## src/rtl/four_bit_ripple_adder_pkg.sv

```systemverilog
// Shared types for the registered ripple-carry adder (package adder_pkg).
// Optional signed-overflow output is enabled with ADDER_OVERFLOW_EN.
package adder_pkg;

   localparam int ADDER_WIDTH = 4;

   typedef logic [ADDER_WIDTH-1:0] nibble_t;

   typedef struct packed {
      nibble_t s;
      logic    cout;
   } add_result_t;

endpackage

```

## src/rtl/four_bit_ripple_adder_if.sv

```systemverilog
// Operand/result bundle between the parent and the adder stage.
// The ovf signal exists only when ADDER_OVERFLOW_EN is defined.
interface four_bit_ripple_adder_if;
   import adder_pkg::*;

   logic    in_valid;
   nibble_t a;
   nibble_t b;
   logic    cin;
   logic    out_valid;
   nibble_t s;
   logic    cout;
`ifdef ADDER_OVERFLOW_EN
   logic    ovf;
`endif

   modport master (
      output in_valid, a, b, cin,
`ifdef ADDER_OVERFLOW_EN
      input  ovf,
`endif
      input  out_valid, s, cout
   );

   modport slave (
      input  in_valid, a, b, cin,
`ifdef ADDER_OVERFLOW_EN
      output ovf,
`endif
      output out_valid, s, cout
   );

endinterface

```

## src/rtl/four_bit_ripple_adder_fa.sv

```systemverilog
// Single-bit full adder; one cell per bit of the ripple chain.
module full_adder_cell (
   input  logic a,
   input  logic b,
   input  logic ci,
   output logic s,
   output logic co
);

   logic halfSum;

   assign halfSum = a ^ b;
   assign s       = halfSum ^ ci;
   assign co      = (a & b) | (ci & halfSum);

endmodule

```

## src/rtl/four_bit_ripple_adder.sv

```systemverilog
// Registered 4-bit ripple-carry adder with one-cycle latency and valid tracking.
// Define ADDER_OVERFLOW_EN to add the registered signed-overflow output.
module four_bit_ripple_adder
   import adder_pkg::*;
#(
   parameter int WIDTH = ADDER_WIDTH
) (
   input  logic                    clk,
   input  logic                    rst_n,
   four_bit_ripple_adder_if.slave  bus
);

   logic [WIDTH:0]   carry;
   logic [WIDTH-1:0] sumComb;

   logic [WIDTH-1:0] sum_q;
   logic [WIDTH-1:0] sum_d;
   logic             cout_q;
   logic             cout_d;
   logic             valid_q;

   assign carry[0] = bus.cin;

   for (genvar i = 0; i < WIDTH; i++) begin : g_bit
      full_adder_cell u_cell (
         .a  (bus.a[i]),
         .b  (bus.b[i]),
         .ci (carry[i]),
         .s  (sumComb[i]),
         .co (carry[i+1])
      );
   end

   // Results load only on valid cycles so idle-cycle operands never reach the outputs.
   always_comb begin
      sum_d  = sum_q;
      cout_d = cout_q;
      if (bus.in_valid) begin
         sum_d  = sumComb;
         cout_d = carry[WIDTH];
      end
   end

   always_ff @(posedge clk or negedge rst_n) begin
      if (!rst_n) begin
         sum_q   <= '0;
         cout_q  <= 1'b0;
         valid_q <= 1'b0;
      end else begin
         sum_q   <= sum_d;
         cout_q  <= cout_d;
         valid_q <= bus.in_valid;
      end
   end

   assign bus.s         = sum_q;
   assign bus.cout      = cout_q;
   assign bus.out_valid = valid_q;

`ifdef ADDER_OVERFLOW_EN
   logic ovf_q;
   logic ovf_d;

   // Signed overflow: carry into the MSB disagrees with carry out of it.
   always_comb begin
      ovf_d = ovf_q;
      if (bus.in_valid) begin
         ovf_d = carry[WIDTH] ^ carry[WIDTH-1];
      end
   end

   always_ff @(posedge clk or negedge rst_n) begin
      if (!rst_n) begin
         ovf_q <= 1'b0;
      end else begin
         ovf_q <= ovf_d;
      end
   end

   assign bus.ovf = ovf_q;
`endif

endmodule

```

## src/flat_wrapper.sv

```systemverilog
// flat-port wrapper written by rule: the top's interface ports become plain ports
module four_bit_ripple_adder_flat import adder_pkg::*;
#(
   parameter int WIDTH = ADDER_WIDTH
)
  (clk, rst_n, bus_in_valid, bus_a, bus_b, bus_cin, bus_out_valid, bus_s, bus_cout);
  four_bit_ripple_adder_if bus_i ();
  input  logic clk;
  input  logic rst_n;
  input wire logic [$bits(bus_i.in_valid)-1:0] bus_in_valid;
  input wire logic [$bits(bus_i.a)-1:0] bus_a;
  input wire logic [$bits(bus_i.b)-1:0] bus_b;
  input wire logic [$bits(bus_i.cin)-1:0] bus_cin;
  output wire logic [$bits(bus_i.out_valid)-1:0] bus_out_valid;
  output wire logic [$bits(bus_i.s)-1:0] bus_s;
  output wire logic [$bits(bus_i.cout)-1:0] bus_cout;
  assign bus_i.in_valid = bus_in_valid;
  assign bus_i.a = bus_a;
  assign bus_i.b = bus_b;
  assign bus_i.cin = bus_cin;
  assign bus_out_valid = bus_i.out_valid;
  assign bus_s = bus_i.s;
  assign bus_cout = bus_i.cout;
  four_bit_ripple_adder #(.WIDTH(WIDTH)) u_core (.clk(clk), .rst_n(rst_n), .bus(bus_i));
endmodule
```

## config.mk

```make
export PLATFORM = sky130hd
export DESIGN_NAME = four_bit_ripple_adder_flat
export DESIGN_NICKNAME = d
export VERILOG_FILES = /design/src/rtl/four_bit_ripple_adder_pkg.sv /design/src/rtl/four_bit_ripple_adder_if.sv /design/src/rtl/four_bit_ripple_adder_fa.sv /design/src/rtl/four_bit_ripple_adder.sv /design/src/flat_wrapper.sv
export SDC_FILE = /design/constraint.sdc
export NUM_CORES = 1
export LEC_CHECK = 0
export CAP_MARGIN = 40
export CORE_MARGIN = 4
export CORE_UTILIZATION = 25
export CTS_BUF_LIST = sky130_fd_sc_hd__clkbuf_16
export DETAILED_ROUTE_END_ITERATION = 6
export PLACE_DENSITY_LB_ADDON = 0.12
export SYNTH_ARGS = -nofsm -noshare
export SYNTH_HDL_FRONTEND = slang
export SYNTH_SLANG_ARGS = --single-unit
export TNS_END_PERCENT = 100
```

## constraint.sdc

```tcl
create_clock -name clk -period 1.8 [get_ports clk]
set_clock_uncertainty 0.15 [all_clocks]
set_input_delay 0.36 -clock clk [delete_from_list [all_inputs] [get_ports clk]]
set_output_delay 0.36 -clock clk [all_outputs]
set_load 0.05 [all_outputs]
```

==> summary.md <==
| Metric | Value |
|---|---|
| Status | complete, but fails checks |
| Violations in the final reports | negative setup slack |
| Remaining antenna violation count | 0 |
| Fraction of final layout cells with drive strength greater than 1 | 0.522 |
| Unrepaired setup endpoints after global routing | yes |
| Post-synth design cell area | about 330 sq um |
| Flip-flop and latch count after synthesis | 6 |
| Area of the placeable core | 1170 sq um |
| Via/cell ratio | around 4.2 |
| Combinational share of power | 0.285 |
| Floorplan row count | 12 |
| Power Internal | approximately 0.53 mW |
| Clock-pin transition on the worst setup and hold timing paths | 0.03 ns |
| Area of the die | 1960 sq um |
| Sw Pwr | 0.205 mW |
| Antenna diodes | 0 |
| Final worst hold slack | roughly 0.23 ns |
| Switching Fraction | 0.280 |
| Wire length reported by the detailed router | just under 700 um |
| Skew-Pair Late Insertion Delay | 0.22 ns |
| Number of inserted filler cells in the final layout | ~120 |
| Part of the power in registers | 0.234 |
| Weighted congestion reported at the end of routability-driven placement | roughly 0.56 |
| Nature of the critical path endpoint | flop |
| Pwr per Cell Area | 1220 nW/um^2 |
| Unique cell type count in the Yosys netlist | 8 |
| First-pass GRT wire length | 1.05 mm |
| Initial drt markers | 0 |
| Residual DRC count | 0 |
| Layout area overhead | 82.1% |
| Post-placement cell area | ~510 sq um |
| YS warnings | 0 |
| Maximum resistive drop on vdd | 643 uV |
| Htree depth | 1 |
| Number of clock sinks | 6 |
| Worst Path Arrival | 2.01 ns |
| Worst slew pin tran | 0.312 ns |
| Critical path startpoint | bus_b[0] |
| Peak fanout along the critical path | 1 |
| Largest buffer count on any clock path | 2 |
| Sum of net half-perimeters after detailed placement | 618 um |
| Final setup fails | 2 |
| CTS tree | built |
| Clock Tree Root | clkbuf_16 |
| Final cycle utilization of the critical path | 1.12 |
| Design Area, Final | between 500 and 600 sq um |
| Port-buffer cells | 17 |
| Starting density of the core | 0.281 |
| Kind of start point of the critical path | input port |
| Via count of the first global-routing pass | roughly 260 |
| CTS buffer count | 3 |
| Final number of max-transition violations | 0 |
| Max-cap violation count | 0 |
| Relative slew margins | 0.791 |
| Buffers inserted by post-CTS timing repair | 0 |
| Number of nets produced by synthesis | between 40 and 50 |
| Sum of overflow across all layers after global routing | 0 |
| Mapped Avg Cell Area | about 13 sq um |
| First-pass iteration count of the detailed router | 1 |
| Relative contribution of the clock network to total power | 0.481 |
| CTS hold repair buffers | 0 |
| Horizontal die dimension | 44.3 um |
| Initial antenna violation count | 0 |
| Reported leakage power | just under 0.3 nW |
| Final Critical Period | between 2 and 2.5 ns |
| Number of failing hold endpoints at the final stage | 0 |
| Total routing usage reported by global routing | 0.0799 |
| Peak clock frequency supported by timing | roughly 500 MHz |
| Class of the worst hold path | input port to asynchronous set/reset pin |
| Floorplan die height | roughly 44 um |
| Power, Total | 0.732 mW |
| Required @ worst endpoint | 1.80 ns |
| Number of ports placed on the die boundary | 18 |
| Average wire length per cell after detail routing | between 10 and 15 um |
| Maximum number of pins on one net before global-route repair | 7 |
| Cell count after synthesis | 26 |
| Detailed-route via count | between 200 and 300 |
| Final worst slack | -0.208 ns |
| Reg-to-reg critical path startpoint | u_core.bus.s[1] |
| Final Net Count | 64 |
| WS Path Type | input port to flop |
| Sequential element share of the synthesized area | 0.456 |
==> logic make-up after synthesis <==
kind of cell | Yosys count | share of synthesized area
multiplexers | 3 | 0.122
buffers and inverters | 9 | 0.125
AO/OA/AOI/OAI | 2 | 0.0304
adder cells (fa/ha/maj) | 4 | 0.243
AND/OR/NAND/NOR | 2 | 0.0228
flip-flops | 6 | 0.456
==> path summary, 6_finish.rpt <==
check                                       end  slack [ns]  depth (start not counted)
setup / recovery                u_core.bus.s[3]       -0.21                          9
hold / removal             u_core.bus.out_valid        0.23                          1
setup reg to reg                u_core.bus.s[1]        0.89                          1
hold reg to reg                 u_core.bus.s[2]        0.37                          1
max in group asynchronous       u_core.bus.s[3]        1.05                          1
min in group clk                u_core.bus.s[2]        0.37                          1
==> layout make-up <==
cell class,count,area [sq um],share of cell area
tap,14,17.5,0.0292
multi-input combinational,11,149,0.248
inverter,8,40.0,0.0668
timing repair buffer,18,168,0.280
sequential,6,150,0.251
clock buffer,3,75.1,0.125
==> power by group through the flow <==
stage	Combinational [mW]	Sequential, mW	Clock (mW)
finish	0.208	0.171	0.352
global route	0.223	0.174	0.368
CTS	0.211	0.172	0.360
detailed placement	0.207	0.173	0
global placement	0.204	0.171	0
floorplan	0.0488	0.251	0
==> cells in the final DEF (no fill, tap or decap), types with 2 or more instances in the layout <==
cell,instances
fa_2,3
buf_4,7
mux2_4,2
dlygate4sd2_1,2
dfrtp_1,6
inv_2,3
clkdlybuf4s50_1,6
inv_1,3
buf_6,2
nor2_1,2
clkbuf_16,3
==> routing by layer <==
layer  wire, um  share of wire  global-route usage  vias up
met5          0              0                   0        -
met4         12          0.018              0.0542        0
met3         70           0.10              0.0447        2
met2        406           0.60               0.145       12
met1        187           0.28              0.0628      124
li1           -              -                   -      115
==> flip-flops by register name, summed over array words and instances (netlist names) <==
register	flops
u_core.bus.s	4
u_core.bus.out_valid	1
u_core.bus.cout	1
==> critical path: stages <==
cell and delay, ns:
buf_6 0.10, inv_4 0.04, fa_2 0.19, inv_2 0.04
fa_2 0.33, fa_2 0.34, inv_2 0.06, fa_1 0.41
a21oi_2 0.14
==> cell usage after synthesis (all sizes together) <==
cell   count  area [sq um]
dfrtp      6           150
buf        1          11.3
a21oi      2          10.0
nor2       2          7.51
inv        8          30.0
mux2       2          30.0
fa         4          80.1
mux2i      1          10.0
==> what timing repair did <==
item	in CTS	in global routing
gates resized for setup	20	2
pin swaps	5	5
endpoints found under the hold margin	0	0
endpoints found under the setup margin	4	3
==> per-stage QoR <==
step,worst slack [ns],util,std cells,TNS (ns)
after detailed placement,-0.940,0.438,57,-3.06
after floorplan,-0.268,-,26,-0.455
final,-0.208,0.512,60,-0.214
after global routing,-0.284,0.512,60,-0.369
after CTS,-0.311,0.504,60,-0.429
after global placement,-0.836,0.438,57,-2.86
Power figures use the tool's default switching activity.
